File: config.mk
export PLATFORM = sky130hd
export DESIGN_NAME = snax_csr_regfile
export DESIGN_NICKNAME = d
export VERILOG_FILES = /design/src/rtl/snax_csr_pkg.sv /design/src/rtl/snax_csr_regfile.sv
export SDC_FILE = /design/constraint.sdc
export NUM_CORES = 1
export LEC_CHECK = 0
export ABC_AREA = 0
export CORE_UTILIZATION = 49
export DETAILED_ROUTE_END_ITERATION = 10
export GPL_ROUTABILITY_DRIVEN = 0
export PLACE_DENSITY = 0.83
export SYNTH_ARGS = -nofsm -noshare
export SYNTH_HDL_FRONTEND = slang
export SYNTH_SLANG_ARGS = --single-unit
File: constraint.sdc
create_clock -name clk_i -period 3.11 [get_ports clk_i]
set_clock_uncertainty 0.1 [all_clocks]
set_input_delay 0.4665 -clock clk_i [delete_from_list [all_inputs] [get_ports clk_i]]
set_output_delay 0.4665 -clock clk_i [all_outputs]
set_load 0.005 [all_outputs]
File: src/rtl/snax_csr_pkg.sv
// Shared types and address-map helpers for the SNAX CSR register bank.
// The map is laid out as: config RW, control, RO status, PERF.
package snax_csr_pkg;

  typedef enum logic [1:0] {
    ST_IDLE   = 2'd0,
    ST_LAUNCH = 2'd1,
    ST_RUN    = 2'd2
  } state_e;

  localparam int unsigned CtrlStartBit = 0;

  function automatic int unsigned ctrl_addr(input int unsigned n_rw);
    return n_rw;
  endfunction

  function automatic int unsigned ro_base(input int unsigned n_rw);
    return n_rw + 1;
  endfunction

  function automatic int unsigned perf_addr(input int unsigned n_rw, input int unsigned n_ro);
    return n_rw + n_ro + 1;
  endfunction

endpackage

File: src/rtl/snax_csr_regfile.sv
// CSR bank behind the SNAX interface translator: config registers, launch FSM,
// write interlock while running, busy-cycle counter and a one-entry read response.
module snax_csr_regfile
  import snax_csr_pkg::*;
#(
  parameter int unsigned NumRwCsr = 8,
  parameter int unsigned NumRoCsr = 2
) (
  input  logic                       clk_i,
  input  logic                       rst_ni,
  input  logic [31:0]                csr_req_bits_data_i,
  input  logic [31:0]                csr_req_bits_addr_i,
  input  logic                       csr_req_bits_write_i,
  input  logic                       csr_req_valid_i,
  output logic                       csr_req_ready_o,
  output logic [31:0]                csr_rsp_bits_data_o,
  output logic                       csr_rsp_valid_o,
  input  logic                       csr_rsp_ready_i,
  output logic [NumRwCsr-1:0][31:0]  csr_o,
  input  logic [NumRoCsr-1:0][31:0]  csr_ro_i,
  output logic                       start_o,
  input  logic                       busy_i
);

  localparam logic [31:0] CtrlAddr = 32'(ctrl_addr(NumRwCsr));
  localparam logic [31:0] RoBase   = 32'(ro_base(NumRwCsr));
  localparam logic [31:0] PerfAddr = 32'(perf_addr(NumRwCsr, NumRoCsr));

  state_e                    state_r;
  logic [NumRwCsr-1:0][31:0] csr_r;
  logic [31:0]               perf_r;
  logic [31:0]               rsp_data_r;
  logic                      rsp_valid_r;
  logic                      start_r;
  logic [31:0]               rd_data_s;
  logic                      req_fire_s;
  logic                      wr_fire_s;
  logic                      rd_fire_s;
  logic                      launch_s;

  // Writes also wait for a free response slot so upstream ID ordering holds.
  assign csr_req_ready_o = (!rsp_valid_r || csr_rsp_ready_i) &&
                           (!csr_req_bits_write_i || (state_r == ST_IDLE));
  assign req_fire_s = csr_req_valid_i && csr_req_ready_o;
  assign wr_fire_s  = req_fire_s && csr_req_bits_write_i;
  assign rd_fire_s  = req_fire_s && !csr_req_bits_write_i;
  assign launch_s   = wr_fire_s && (state_r == ST_IDLE) &&
                      (csr_req_bits_addr_i == CtrlAddr) &&
                      csr_req_bits_data_i[CtrlStartBit];

  assign csr_o               = csr_r;
  assign csr_rsp_bits_data_o = rsp_data_r;
  assign csr_rsp_valid_o     = rsp_valid_r;
  assign start_o             = start_r;

  // Read mux over the address map; unmapped addresses read as zero.
  always_comb begin
    rd_data_s = 32'd0;
    for (int i = 0; i < int'(NumRwCsr); i++) begin
      if (csr_req_bits_addr_i == 32'(i)) rd_data_s = csr_r[i];
      else                               rd_data_s = rd_data_s;
    end
    for (int j = 0; j < int'(NumRoCsr); j++) begin
      if (csr_req_bits_addr_i == RoBase + 32'(j)) rd_data_s = csr_ro_i[j];
      else                                        rd_data_s = rd_data_s;
    end
    if (csr_req_bits_addr_i == CtrlAddr) begin
      rd_data_s = {30'd0, (state_r != ST_IDLE), 1'b0};
    end else if (csr_req_bits_addr_i == PerfAddr) begin
      rd_data_s = perf_r;
    end else begin
      rd_data_s = rd_data_s;
    end
  end

  // Configuration register bank.
  always_ff @(posedge clk_i or negedge rst_ni) begin
    if (!rst_ni) begin
      csr_r <= '0;
    end else begin
      for (int i = 0; i < int'(NumRwCsr); i++) begin
        if (wr_fire_s && (csr_req_bits_addr_i == 32'(i))) csr_r[i] <= csr_req_bits_data_i;
      end
    end
  end

  // Launch FSM; start pulse is registered alongside the LAUNCH state.
  always_ff @(posedge clk_i or negedge rst_ni) begin
    if (!rst_ni) begin
      state_r <= ST_IDLE;
      start_r <= 1'b0;
    end else begin
      case (state_r)
        ST_IDLE: begin
          state_r <= launch_s ? ST_LAUNCH : ST_IDLE;
          start_r <= launch_s;
        end
        ST_LAUNCH: begin
          state_r <= ST_RUN;
          start_r <= 1'b0;
        end
        ST_RUN: begin
          state_r <= busy_i ? ST_RUN : ST_IDLE;
          start_r <= 1'b0;
        end
        default: begin
          state_r <= ST_IDLE;
          start_r <= 1'b0;
        end
      endcase
    end
  end

  // Busy-cycle counter: counts every non-IDLE cycle including the exit cycle.
  always_ff @(posedge clk_i or negedge rst_ni) begin
    if (!rst_ni) begin
      perf_r <= 32'd0;
    end else if (launch_s) begin
      perf_r <= 32'd0;
    end else if ((state_r != ST_IDLE) && (perf_r != 32'hFFFF_FFFF)) begin
      perf_r <= perf_r + 32'd1;
    end
  end

  // Single-entry response buffer.
  always_ff @(posedge clk_i or negedge rst_ni) begin
    if (!rst_ni) begin
      rsp_valid_r <= 1'b0;
      rsp_data_r  <= 32'd0;
    end else if (rd_fire_s) begin
      rsp_valid_r <= 1'b1;
      rsp_data_r  <= rd_data_s;
    end else if (csr_rsp_ready_i) begin
      rsp_valid_r <= 1'b0;
    end
  end

endmodule

==> After elaboration in Yosys (flattened, before gate mapping) <==
Index checks and enable logic that the tools add are counted.
W data, S select, Z words.
{ "word_totals": {"output_inout_bits": 291, "in_bits": 134, "register_bits": 324, "word_cells": 73} }
{ "classes": {"add_sub_neg": 1, "muxes": 20, "reduce_logical": 25, "n_eq_ne": 14} }
{ "ops": {"columns": ["operator", "count"], "rows": [
  ["$mux W32", 14],
  ["$eq A32 B3 Y1 const B", 4],
  ["$eq A32 B4 Y1 const B", 4],
  ["$eq A32 B2 Y1 const B", 2],
  ["$add A32 B1 Y32 const B", 1],
  ["$eq A32 B1 Y1 const B", 1],
  ["$logic_not A32 Y1", 1],
  ["$ne A32 B32 Y1 const B", 1],
  ["$logic_and A1 B1 Y1", 16],
  ["$pmux W2 S3", 1],
  ["$reduce_bool A2 Y1", 3],
  ["$mux W1", 4],
  ["$eq A2 B1 Y1 const B", 1],
  ["$eq A2 B2 Y1 const B", 1],
  ["$logic_not A1 Y1", 2],
  ["$logic_not A2 Y1", 1],
  ["$logic_or A1 B1 Y1", 2],
  ["$mux W2", 1]
]} }

==> Depth between registers and ports, before layout <==
{ "depth": {"word_depth": 13, "depth_mapped": 10, "depth_no_buf": 8} }

==> Worst setup path before layout <==
No wires, ideal clock.
{ "synth_path": {"path_type": "input port to flip-flop", "start": "input csr_req_bits_addr_i[5]", "end": "register csr_r (netlist bit csr_o[225])", "arrival_time_ps": 2327, "setup_slack_ps": 558, "setup_ps": 125, "n_path_buf": 2, "stages": 8, "path_cell_list": "nor4_2 -> nand3_4 -> buf_6 -> nor3_2 -> nand2_1 -> nor2_2 -> buf_2 -> mux2_2"} }
{ "synth_via": {"elab_chain_cells": 2} }
{ "synth_rtl": {"columns": ["element", "line_no", "text"], "rows": [
  ["start, declared", "snax_csr_regfile.sv:12", "input logic [31:0] csr_req_bits_addr_i,"],
  ["$eq A32 B3 Y1", "snax_csr_regfile.sv:82", "if (wr_fire_s && (csr_req_bits_addr_i == 32'(i))) csr_r[i] <= csr_req_bits_data_i;"],
  ["$logic_and A1 B1 Y1", "snax_csr_regfile.sv:82", null],
  ["end signal, assigned by index", "snax_csr_regfile.sv:82", null],
  ["end, declared", "snax_csr_regfile.sv:30", "logic [NumRwCsr-1:0][31:0] csr_r;"]
]} }
Every way passes these cells.
A chain may end at the register's enable or synchronous reset.

==> Worst setup path after layout <==
{ "layout_path": {"start": "input csr_req_bits_addr_i[14]", "end": "register rsp_data_r[5] (netlist: csr_rsp_bits_data_o[5])"} }
{ "layout_via": {"elab_chain_cells": 13, "word_cells_on_any_way": 24, "cone_classes": "11 x eq/ne; 12 x mux; 1 x reduce/logical"} }
{ "layout_rtl": {"columns": ["element", "line_no", "text"], "rows": [
  ["$logic_not A32 Y1", "snax_csr_regfile.sv:60", "if (csr_req_bits_addr_i == 32'(i)) rd_data_s = csr_r[i];"],
  ["$mux W32 (8 in series)", "snax_csr_regfile.sv:60", null],
  ["$mux W32 (2 in series)", "snax_csr_regfile.sv:64", "if (csr_req_bits_addr_i == RoBase + 32'(j)) rd_data_s = csr_ro_i[j];"],
  ["$mux W32", "snax_csr_regfile.sv:69", "end else if (csr_req_bits_addr_i == PerfAddr) begin"],
  ["$mux W32 (*)", "snax_csr_regfile.sv:67", "if (csr_req_bits_addr_i == CtrlAddr) begin"],
  ["end signal, assigned", "snax_csr_regfile.sv:132", "rsp_data_r <= rd_data_s;"],
  ["end, declared", "snax_csr_regfile.sv:32", "logic [31:0] rsp_data_r;"]
]} }
Every way passes the cells marked *; elsewhere a longest branch is shown, timed or not.

==> out/qor.yml <==
clock_tree:
  cts_sinks: 323
  clk_latency_ns: 0.51
  cts_tree: "yes"
  ctsLongestPathBuffers: 3
  htree_levels: 2
  path_clk_slew_ns: 0.06
  numCtsBuffers: 36
  cts-root-buf: "clkbuf_16"
  post-cts-setup-buffers: 0
setup_path:
  crit_family: "simple AND/OR/NAND/NOR gates"
  cp_common_cell: "nor4_4"
  cp-end-kind: "register"
  cp-endpoint: "csr_rsp_bits_data_o[5]$_DFFE_PN0P_"
  worstSetupPathType: "input port to register"
  slowest_delay_ns: 0.52
  worstPathArrival_ns: 3.42
  path_buf_inv: 2
  reg2reg_depth: 6
  slowest_stage: "nor4_4"
  cp_max_fo: 11
  cp-start-kind: "input port"
  cp.depth: 8
  r2r_start: "perf_r[3]$_DFFE_PN0P_"
  crit_required_ns: 3.44
  r2r_end: "perf_r[29]$_DFFE_PN0P_"
  reg2reg_slack_ns: 0.40
  critical_path.cell_chain: "clkdlybuf4s50_1, nor4_4, nand3_4, buf_4, nor4_4, a221o_1, o221ai_1, a22oi_1"
  cp-startpoint: "csr_req_bits_addr_i[14]"
yosys:
  synth_fa_ha_area_share_pct: 0.07950
  synth_area_sq_um: 15740
  syn_area_per_cell_sq_um: 12.07
  ys_seq_area_share_pct: 51.36
  synthesis.nets: 1439
  synthCells: 1304
  synth-async-reset-ratio_pct: 100.0
  synth_edf_count: 0
  synth_xor_xnor_area_share_pct: 1.280
  synth_ff_type: "dfrtp_1"
  synth_top_family_by_area: "multiplexers"
  synth-compound-area-share_pct: 12.24
  synth_cell_types: 63
  synth.ff_latch_count: 323
  yosysWarningCount: 0
  muxShareOfSynthArea_pct: 20.96
  synth-simple-area-share_pct: 11.06
global_route:
  grt_overflow: 0
  antenna_found_initial: 7
  grt_use_met3_pct: 13.12
  grt_max_degree: 95
  grt_busiest_layer: "met2"
  grtUsageTotal_pct: 38.64
  grt_pass1_wl_um: 94190
  met1_usage_pct: 47.96
  grtUsageMet2_pct: 60.40
  grt_pass1_vias: 14811
run_status:
  status: "finished, final reports clean"
pwr:
  cellPowerDensity_nw_per_um2: 404.4
  ir_drop_uv: 335.5
  power.total_uw: 9220
  cellLeakagePower_uw: 0.01032
layout:
  fill_cells: 2092
  drive_gt1_share_pct: 25.26
  fin_util_pct: 72.25
  mostFrequentLayoutCells: "clkdlybuf4s50_1, dfrtp_1, mux2_2, buf_4, nand2_1"
  final_nets: 1950
  area_delta_synth_final_pct: 44.86
  layout_commonest_cell: "clkdlybuf4s50_1"
hold_path:
  hp-class: "register to register"
  hp-start: "csr_rsp_bits_data_o[26]$_DFFE_PN0P_"
  hold_depth: 2
sta:
  layout_setup_ws_ns: 0.01900
  setup-violations-final: 0
  drv_slew: 0
  max-slew-margin-rel_pct: 45.82
  tightest_slew_ns: 0.8127
  hold_viol: 0
  period_needed_ns: 3.091
  max_freq_mhz: 323.5
  fin_crit_sh_pct: 99.39
floorplanning:
  core_sq_um: 31560
  die-area_sq_um: 32840
  die_y_um: 181.2
  start_util_pct: 49.88
  fp-row-count: 65
  ios: 425
  die_w_um: 181.2
run:
  drv_cap: 0
route:
  post-route-drc-count: 0
  wire_per_inst_um: 28.26
  drtPass1Iterations: 6
  final_antenna_net_count: 0
  vias: 14555
  vias_per_cell: 6.469
  drt-initial-drc-count: 1768
  wl_um: 63590
placement:
  place_hpwl_um: 46570
  port_buffers: 424
  dp_slack_ns: -0.5195
[cells in the mapped netlist, types with 13 or more instances]
| cell type | instances | area (sq um) |
|---|---|---|
| dfrtp_1 | 323 | 8083 |
| clkbuf_1 | 26 | 97.59 |
| o21ai_0 | 49 | 245.2 |
| inv_1 | 14 | 52.55 |
| mux2_1 | 43 | 484.2 |
| a221oi_1 | 29 | 254.0 |
| o22ai_1 | 29 | 181.4 |
| mux2_2 | 193 | 2173 |
| buf_2 | 45 | 225.2 |
| nand4_1 | 15 | 93.84 |
| nand2_1 | 87 | 326.6 |
| nor3_1 | 22 | 110.1 |
| a22oi_1 | 31 | 232.7 |
| nand3_1 | 30 | 150.1 |
| xor2_1 | 16 | 140.1 |
| o221ai_1 | 13 | 113.9 |
| a222oi_1 | 14 | 140.1 |
| a21oi_1 | 41 | 205.2 |
| nor2_1 | 57 | 214.0 |
| mux2_4 | 30 | 450.4 |
[worst min-delay path by stage]
stage	slack (ns)	end
CTS	0.41	csr_rsp_bits_data_o[12]$_DFFE_PN0P_
global route	0.42	csr_rsp_bits_data_o[21]$_DFFE_PN0P_
detailed placement	0.38	csr_rsp_bits_data_o[26]$_DFFE_PN0P_
finish	0.40	csr_rsp_bits_data_o[26]$_DFFE_PN0P_
global placement	0.38	csr_rsp_bits_data_o[26]$_DFFE_PN0P_
floorplan	0.07	csr_o[0]$_DFFE_PN0P_
[routing by layer]
layer,wire length (um),vias to the layer above
met5,0,-
met4,3310,0
met3,7926,248
met2,29150,1074
met1,23200,7277
li1,-,5956
[cell type report]
class                           instances  area (sq um)  share of cell area (%)
Timing Repair Buffer                  556          5638                   24.73
Clock inverter                         13         171.4                  0.7518
Sequential cell                       323          8083                   35.45
Tap cell                              402         503.0                   2.206
Antenna cell                            7         17.52                 0.07683
Inverter                               14         52.55                  0.2305
Clock buffer                           51          1069                   4.687
Multi-Input combinational cell        884          7266                   31.87
[power breakdown]
| group | internal [uW] | total, uW | switching, uW | leakage (uW) |
|---|---|---|---|---|
| clock network | 2730 | 4460 | 1730 | 0.000615 |
| logic | 238 | 553 | 315 | 0.00538 |
| registers | 4210 | 4210 | 3.32 | 0.00432 |
[flip-flops by register name (all words and copies together) (netlist names)]
register	flops
csr_o	256
state_r	2
csr_rsp_valid_o	1
csr_rsp_bits_data_o	32
perf_r	32
[through the flow]
step                      instance area [sq um]  hold slack, ns   TNS (ns)  std cells
after floorplan                           15740         0.07091          0       1304
after global placement                    21520          0.3751     -3.281       2178
after detailed placement                  21520          0.3834     -11.92       2178
after CTS                                 22780          0.4055          0       2243
after global routing                      22790          0.4180  -0.006120       2247
final                                     22800          0.4024          0       2250
[what timing repair did]
item | 4_1_cts | 5_1_grt
pin swaps | 0 | 0
hold buffers | 1 | 0
gates resized for setup | 1 | 1
hold endpoints to repair | 87 | 0
endpoints found under the setup margin | 1 | 1
[logic make-up (layout without fill, tap and decap cells)]
logic type	Yosys count	after routing
xor+xnor	23	23
buf+inv	97	634
simple gates	304	304
fa+ha+maj	1	1
flops	323	323
compound gates	276	276
mux	280	280
other cells	0	7
[tightest hold or removal path, stage by stage (launching register included)]
cell	delay [ns]
dfrtp_1	0.35
nand2_1	0.05
o21ai_1	0.06
Power figures use the tool's default switching activity.
